==> src/rtl/regfile_pkg.sv <==
// Shared constants and state encoding for the register-file write arbiter.
package regfile_pkg;
    localparam int REG_ADDR_W = 5;
    localparam int REG_DATA_W = 32;
    localparam int NUM_REGS   = 32;
    localparam logic [REG_ADDR_W-1:0] REG_ZERO = '0;

    typedef enum logic {
        INIT = 1'b0,
        RUN  = 1'b1
    } arb_state_e;
endpackage

==> src/rtl/reg_scoreboard.sv <==
// Pending-write scoreboard: one busy bit per register, set on issue, cleared on RF commit.
module reg_scoreboard
    import regfile_pkg::*;
#(
    parameter int ADDR_W = REG_ADDR_W
) (
    input  logic              clk,
    input  logic              rst,
    input  logic              set_valid_i,
    input  logic [ADDR_W-1:0] set_addr_i,
    input  logic              clr_valid_i,
    input  logic [ADDR_W-1:0] clr_addr_i,
    input  logic [ADDR_W-1:0] rs1_addr_i,
    input  logic [ADDR_W-1:0] rs2_addr_i,
    output logic              rs1_busy_o,
    output logic              rs2_busy_o
);
    localparam int NREGS = 1 << ADDR_W;

    logic [NREGS-1:0] busy_q;
    logic [NREGS-1:0] busy_d;

    genvar gi;
    generate
        for (gi = 0; gi < NREGS; gi++) begin : g_busy
            if (gi == 0) begin : g_zero
                assign busy_d[gi] = 1'b0;
            end else begin : g_reg
                logic set_hit;
                logic clr_hit;
                assign set_hit = set_valid_i && (set_addr_i == ADDR_W'(gi));
                assign clr_hit = clr_valid_i && (clr_addr_i == ADDR_W'(gi));
                // A same-edge set belongs to a newer instruction, so it beats the clear.
                assign busy_d[gi] = set_hit || (busy_q[gi] && !clr_hit);
            end
        end
    endgenerate

    always_ff @(posedge clk or posedge rst) begin
        if (rst) begin
            busy_q <= '0;
        end else begin
            busy_q <= busy_d;
        end
    end

    assign rs1_busy_o = busy_q[rs1_addr_i];
    assign rs2_busy_o = busy_q[rs2_addr_i];
endmodule

==> src/rtl/regfile_write_arbiter.sv <==
// Shares the register-file write port between writeback requesters, zero-sweeps
// x1..x31 after reset, and tracks pending writes for RAW stall checks.
module regfile_write_arbiter
    import regfile_pkg::*;
#(
    parameter int NUM_REQ = 2,
    parameter int ADDR_W  = REG_ADDR_W,
    parameter int DATA_W  = REG_DATA_W
) (
    input  logic                      clk,
    input  logic                      rst,
    input  logic [NUM_REQ-1:0]        req_valid,
    output logic [NUM_REQ-1:0]        req_ready,
    input  logic [NUM_REQ*ADDR_W-1:0] req_addr,
    input  logic [NUM_REQ*DATA_W-1:0] req_data,
    input  logic                      issue_valid,
    input  logic [ADDR_W-1:0]         issue_rd,
    output logic                      issue_ready,
    input  logic [ADDR_W-1:0]         rs1_addr,
    input  logic [ADDR_W-1:0]         rs2_addr,
    output logic                      rs1_busy,
    output logic                      rs2_busy,
    output logic                      rf_write_enable,
    output logic [ADDR_W-1:0]         rf_write_reg,
    output logic [DATA_W-1:0]         rf_write_data,
    output logic                      init_done
);
    localparam int PTR_W = (NUM_REQ > 1) ? $clog2(NUM_REQ) : 1;
    localparam int CNT_W = ADDR_W + 1;

    arb_state_e        state_q, state_d;
    logic [CNT_W-1:0]  cnt_q, cnt_d;
    logic [PTR_W-1:0]  rr_q, rr_d;
    logic              init_done_q, init_done_d;
    logic              we_q, we_d;
    logic [ADDR_W-1:0] wreg_q, wreg_d;
    logic [DATA_W-1:0] wdata_q, wdata_d;

    logic [ADDR_W-1:0] addr_a [NUM_REQ];
    logic [DATA_W-1:0] data_a [NUM_REQ];
    logic [NUM_REQ-1:0] grant;
    logic [PTR_W-1:0]  win_idx;
    logic              contested;
    int                nv;

    genvar gi;
    generate
        for (gi = 0; gi < NUM_REQ; gi++) begin : g_slice
            assign addr_a[gi] = req_addr[gi*ADDR_W +: ADDR_W];
            assign data_a[gi] = req_data[gi*DATA_W +: DATA_W];
        end
    endgenerate

    // Scan from the pointer downward so the valid requester closest to it wins.
    always_comb begin
        win_idx = '0;
        nv      = 0;
        grant   = '0;
        for (int k = NUM_REQ - 1; k >= 0; k--) begin
            if (req_valid[(int'(rr_q) + k) % NUM_REQ]) begin
                win_idx = PTR_W'((int'(rr_q) + k) % NUM_REQ);
            end
        end
        for (int i = 0; i < NUM_REQ; i++) begin
            nv = nv + int'(req_valid[i]);
        end
        if (state_q == RUN && |req_valid) begin
            grant[win_idx] = 1'b1;
        end
    end

    assign contested = (nv > 1);

    always_comb begin
        state_d     = state_q;
        cnt_d       = cnt_q;
        rr_d        = rr_q;
        init_done_d = init_done_q;
        we_d        = 1'b0;
        wreg_d      = wreg_q;
        wdata_d     = wdata_q;
        if (state_q == INIT) begin
            // Counter top bit set means every nonzero register has been swept.
            if (cnt_q[CNT_W-1]) begin
                state_d     = RUN;
                init_done_d = 1'b1;
            end else begin
                we_d    = 1'b1;
                wreg_d  = cnt_q[ADDR_W-1:0];
                wdata_d = '0;
                cnt_d   = cnt_q + 1'b1;
            end
        end else if (|grant) begin
            we_d    = (addr_a[win_idx] != REG_ZERO);
            wreg_d  = addr_a[win_idx];
            wdata_d = data_a[win_idx];
            if (contested) begin
                rr_d = PTR_W'((int'(win_idx) + 1) % NUM_REQ);
            end
        end
    end

    always_ff @(posedge clk or posedge rst) begin
        if (rst) begin
            state_q     <= INIT;
            cnt_q       <= CNT_W'(1);
            rr_q        <= '0;
            init_done_q <= 1'b0;
            we_q        <= 1'b0;
            wreg_q      <= '0;
            wdata_q     <= '0;
        end else begin
            state_q     <= state_d;
            cnt_q       <= cnt_d;
            rr_q        <= rr_d;
            init_done_q <= init_done_d;
            we_q        <= we_d;
            wreg_q      <= wreg_d;
            wdata_q     <= wdata_d;
        end
    end

    reg_scoreboard #(
        .ADDR_W (ADDR_W)
    ) u_scoreboard (
        .clk         (clk),
        .rst         (rst),
        .set_valid_i (issue_valid && init_done_q),
        .set_addr_i  (issue_rd),
        .clr_valid_i (we_q),
        .clr_addr_i  (wreg_q),
        .rs1_addr_i  (rs1_addr),
        .rs2_addr_i  (rs2_addr),
        .rs1_busy_o  (rs1_busy),
        .rs2_busy_o  (rs2_busy)
    );

    assign req_ready       = grant;
    assign issue_ready     = init_done_q;
    assign init_done       = init_done_q;
    assign rf_write_enable = we_q;
    assign rf_write_reg    = wreg_q;
    assign rf_write_data   = wdata_q;
endmodule

==> config.mk <==
export PLATFORM = sky130hd
export DESIGN_NAME = regfile_write_arbiter
export DESIGN_NICKNAME = d
export VERILOG_FILES = /design/src/rtl/regfile_pkg.sv /design/src/rtl/reg_scoreboard.sv /design/src/rtl/regfile_write_arbiter.sv
export SDC_FILE = /design/constraint.sdc
export NUM_CORES = 1
export LEC_CHECK = 0
export CAP_MARGIN = 0
export CELL_PAD_IN_SITES_DETAIL_PLACEMENT = 0
export CELL_PAD_IN_SITES_GLOBAL_PLACEMENT = 1
export CORE_MARGIN = 1
export CORE_UTILIZATION = 37
export DETAILED_ROUTE_END_ITERATION = 10
export PLACE_DENSITY_LB_ADDON = 0.1
export SLEW_MARGIN = 15
export SYNTH_ARGS = -nofsm -noshare
export SYNTH_HDL_FRONTEND = slang
export SYNTH_SLANG_ARGS = --single-unit
==> constraint.sdc <==
create_clock -name clk -period 5.08 [get_ports clk]
set_input_delay 1.016 -clock clk [delete_from_list [all_inputs] [get_ports clk]]
set_output_delay 1.016 -clock clk [all_outputs]
set_load 0.02 [all_outputs]
-- After elaboration in Yosys (flattened, before gate mapping)
Index checks and enable logic that the tools add are counted.
- add/subtract/negate cells: 4
- $lt $le $gt $ge: 8
- eq/ne operators: 64
- multiplexer cells: 32
- bitwise logic cells: 4
- reduce and logical (&&, ||, !) cells: 165
- operator list (kind ; count):
    two-way mux 32 bit ; 6
    == test 5 bit, second input constant ; 32
    logical AND 1 bit ; 96
    == test 5 x 4 -> 1 bit, second input constant ; 16
    == test 5 x 3 -> 1 bit, second input constant ; 8
    logical NOT 1 bit ; 31
    logical OR 1 bit ; 31
    two-way mux 5 bit ; 6
    == test 5 x 2 -> 1 bit, second input constant ; 4
    two-way mux 1 bit ; 15
    less-than comparator 5 x 6 -> 1 bit, second input constant ; 2
    binary-select mux 1 bit (select 5 bit) ; 2
    == test 5 x 1 -> 1 bit, second input constant ; 2
    adder 6 x 1 -> 6 bit, second input constant ; 1
    two-way mux 6 bit ; 1
    AND reduction 2 bit ; 3
    nonzero test 5 bit ; 1
    less-than comparator 1 x 2 -> 1 bit, second input constant ; 2
    OR reduction 2 bit ; 2
    less-than comparator 2 x 3 -> 1 bit, second input constant ; 1
    AND reduction 3 bit ; 1
    adder 1 bit, second input constant ; 2
    adder 1 x 1 -> 2 bit ; 1
    greater-or-equal comparator 2 bit, second input constant ; 1
    other kinds (9) ; 10
- register bits after elaboration: 78
- bits of input ports: 94
- output and inout bits: 44
- word-level logic and storage cells: 286

-- Depth between registers and ports, before layout
- depth after elaboration: 15
- depth in mapped cells: 7
- gate-level depth less buffers: 5

-- Hierarchy
A second synthesis with hierarchy kept.
- cell total of the unflattened synthesis: 416
- area, all modules: 4200.3 µm²
- modules (own cells, without submodules) (module ; times used ; cells an instance ; area an instance (µm²) ; sequential area each (µm²)):
    regfile_write_arbiter ; 1 ; 212 ; 2304.7 ; 1177.4
    reg_scoreboard ; 1 ; 204 ; 1895.6 ; 775.7

-- Worst setup path before layout
No wires, ideal clock.
- kind: input-to-output
- start: in rs1_addr[0]
- end: out rs1_busy
- arrival time: 2289 ps
- data required time: 4064 ps
- slack: 1775 ps
- cell stages on the path: 5
- path buffers: 1
- cells stage by stage: buf_6 -> mux4_1 -> mux2i_1 -> nor3b_1 -> or3_1
- longest elaborated chain between the ends: 2
- RTL lines (item ; RTL line ; RTL):
    start, declared ; regfile_write_arbiter.sv:19 ; input logic [ADDR_W-1:0] rs1_addr,
    binary-select mux 1 bit (select 5 bit) ; reg_scoreboard.sv:47 ; assign rs1_busy_o = busy_q[rs1_addr_i];
    two-way mux 1 bit (not written as such) ; reg_scoreboard.sv:47 ;
    end, declared ; regfile_write_arbiter.sv:21 ; output logic rs1_busy,
Every way passes these cells. The select of a mux whose other input is x is not followed.

-- Worst setup path in the final report
- start: in rs2_addr[0]
- end: out rs2_busy
- longest elaborated chain between the ends: 2
- RTL lines (item ; RTL line ; RTL):
    start, declared ; regfile_write_arbiter.sv:20 ; input logic [ADDR_W-1:0] rs2_addr,
    binary-select mux 1 bit (select 5 bit) ; reg_scoreboard.sv:48 ; assign rs2_busy_o = busy_q[rs2_addr_i];
    two-way mux 1 bit (not written as such) ; reg_scoreboard.sv:48 ;
    end, declared ; regfile_write_arbiter.sv:22 ; output logic rs2_busy,
Every way passes these cells. The select of a mux whose other input is x is not followed.

==> results_dict.tcl <==
set metrics [dict create \
    coreArea_sq_um 10890 \
    globalplace.congestion 0.8191 \
    track_usage_pct 21.67 \
    fillers 1035 \
    end_kind "output pin" \
    rsz0062_at_grt "false" \
    vias_per_cell 5.393 \
    postSynthNetCount 504 \
    synth_cells 409 \
    finish.utilization_pct 52.96 \
    synth_top_area_cell "dfrtp_1" \
    die_height_um 107.8 \
    nNetsFinal 629 \
    synth_common_cells "88 x o21ai_0, 77 x dfrtp_1, 46 x mux2i_1" \
    post-cts-setup-buffer-count 0 \
    first_global_vias 3796 \
    ys_seq_area_share_pct 47.12 \
    cts_resized 0 \
    start_util_pct 38.07 \
    cts_hold_buffers 0 \
    critPathKind "input port to output pin" \
    postSynth.asyncResetShare_pct 100.0 \
    die_area_sq_um 11630 \
    drc 0 \
    area_delta_synth_final_pct 39.12 \
    cp_slowest_cell "clkdlybuf4s50_1" \
    cp_cell_sequence "clkdlybuf4s50_1 > mux4_1 > mux2i_1 > nor3b_1 > or3_1 > clkdlybuf4s50_1" \
    grt_overflow 0 \
    peakVddDrop_mv 0.1209 \
    synth_edf_count 0 \
    dr.first_iter.drc_count 185 \
    ys_seq_elements 78 \
    synth.most_common_cell "o21ai_0" \
    antennaDiodeCount 0 \
    io_pins 138 \
    worstPathMaxFanout 7 \
    yosysWarnings 0 \
    drive_gt1_share_pct 4.824 \
    final_cells 679 \
    synth_flop_cell "dfrtp_1" \
    hpwl_mm 9.007 \
    avgSynthCellArea_sq_um 10.14 \
    cts.sinks 78 \
    period_share_pct 87.76 \
    largest_register_ff_count 32 \
    setup_viol 0 \
    vias 3662 \
    postPlaceCellArea_sq_um 5583 \
    max_freq_mhz 224.3 \
    maxCapViolCount 0 \
    die_w_um 107.8 \
    synth_area_sq_um 4145 \
    clock_skew_ns 0.007991 \
    synth_cell_types 41 \
    cp-start-kind "input port" \
    htree_levels 3 \
    grt_pass1_wl_mm 19.37 \
    slew_violations 0 \
    powerDensity_nw_per_um2 309.6 \
    period_minus_slack_ns 4.458 \
    tightestPinTransition_ns 0.9928 \
    clk_path_buf_depth 2 \
    antenna_found_initial 0 \
    leakage_nw 2.471 \
    critPathArrivalTime_ns 3.44 \
    wire_per_inst_um 17.49 \
    synth_area_leaders "dfrtp_1 46%, mux2i_1 11%, o21ai_0 11%, nand3_1 4.1%, mux4_1 3.8%" \
    finalHoldWorstSlack_ns 0.4697 \
    status "complete, no violations" \
    crit_path_max_incr_delay_ns 0.65 \
    crit_path_frequent_cell "clkdlybuf4s50_1" \
    cts_tree "built" \
    worstPathRequired_ns 4.06 \
    num_rows 38 \
    synthDominantCellAreaShare_pct 46.48 \
    grt_start_max_net_pins 56 \
    dp_cells 663 \
    dr.pass1.iters 7 \
    final-hold-violation-count 0 \
    cts_buffers 9 \
    setup_tns_ns 0 \
    clk_latency_ns 0.35 \
    slew-limit-headroom_pct 33.74 \
    final_area_sq_um 5767 \
    min_path_type "register to register" \
    clk_pin_slew_ns 0.08 \
    drtAntennaViolNets 0 \
    routed_wirelength_mm 11.88 \
    cts-root-buf "clkbuf_8" \
    io_buffer_count 137 \
]
cell type report:
| class | instances | area, sq um | area share (%) |
|---|---|---|---|
| clock inverters | 5 | 52.55 | 0.9113 |
| clock buffers | 11 | 131.4 | 2.278 |
| flip-flops and latches | 78 | 1953 | 33.87 |
| well taps | 140 | 175.2 | 3.038 |
| multi-input cells | 291 | 2004 | 34.76 |
| repair buffers | 141 | 1401 | 24.30 |
| inverters | 13 | 48.80 | 0.8462 |
stage by stage:
| step | setup WS, ns | total power (W) |
|---|---|---|
| floorplan | 1.775 | 0.001082 |
| global placement | 0.6213 | 0.001342 |
| detailed placement | 0.6057 | 0.001352 |
| CTS | 0.6014 | 0.001808 |
| global route | 0.5157 | 0.001887 |
| finish | 0.6220 | 0.001786 |
cell families (layout without fill, tap and decap cells):
family | count (synthesis) | in the layout | synth area share (%)
AND/OR/NAND/NOR | 105 | 105 | 13.67
flip-flops | 78 | 78 | 47.12
XOR/XNOR | 5 | 5 | 1.056
multiplexers | 52 | 52 | 14.91
AO/OA/AOI/OAI | 128 | 128 | 18.14
buffers and inverters | 40 | 170 | 4.799
adder cells (fa/ha/maj) | 1 | 1 | 0.3018
cell usage in the layout (no fill, tap or decap), types with 2 or more instances in the layout:
cell and instances:
nand3b_1 4, inv_1 12, a21oi_1 10, xnor2_1 4
mux4_1 6, a222oi_1 10, o22ai_1 3, mux2i_1 46
o211a_1 4, a2111oi_0 3, a22oi_1 4, nor2b_1 7
nand4b_1 2, a21o_1 2, dfrtp_1 77, clkbuf_8 9
o21ai_0 87, nand2b_1 12, clkbuf_1 2, clkdlybuf4s50_1 137
or2_2 4, or3_1 6, nor2_1 8, nand3_1 34
nor3b_1 2, buf_4 4, clkinv_2 3, nand4_1 4
nor3_1 2, nand2_1 15, and3_1 2
path summary, 6_finish.rpt:
| path | from | end | slack, ns | cells after the start |
|---|---|---|---|---|
| max | rs2_addr[0] | rs2_busy | 0.62 | 6 |
| min | rr_q$_DFFE_PP0P_ | rr_q$_DFFE_PP0P_ | 0.47 | 1 |
| max reg2reg | state_q$_DFF_PP0_ | rf_write_reg[0]$_DFFE_PP0P_ | 2.28 | 5 |
| min reg2reg | rr_q$_DFFE_PP0P_ | rr_q$_DFFE_PP0P_ | 0.47 | 1 |
| max in group asynchronous | rst | cnt_q[0]$_DFFE_PP1P_ | 3.58 | 3 |
| min in group asynchronous | rst | rf_write_data[25]$_DFFE_PP0P_ | 1.11 | 3 |
critical path, delay by kind of cell:
family                 cells  cell delay, ns
muxes                      2            0.80
buffers and inverters      2            1.19
and+or+nand+nor            2            0.44
routing by layer:
layer  up-vias  share of wire, %  GRT usage (%)
met4         0               1.3          5.871
met1      1782                43          27.36
met3        10               4.7          5.206
li1       1771                 -              -
met5         -                 0              0
met2        99                51          36.86
power by group:
group	switching [W]	total, W	leakage (nW)	internal [W]
Clock	0.000224	0.000449	0.0931	0.000225
Combinational	0.000264	0.000543	1.41	0.000279
Sequential	0.0000814	0.000793	0.965	0.000711
Total	0.000570	0.00179	2.47	0.00122
(Power assumes the default switching activity.)
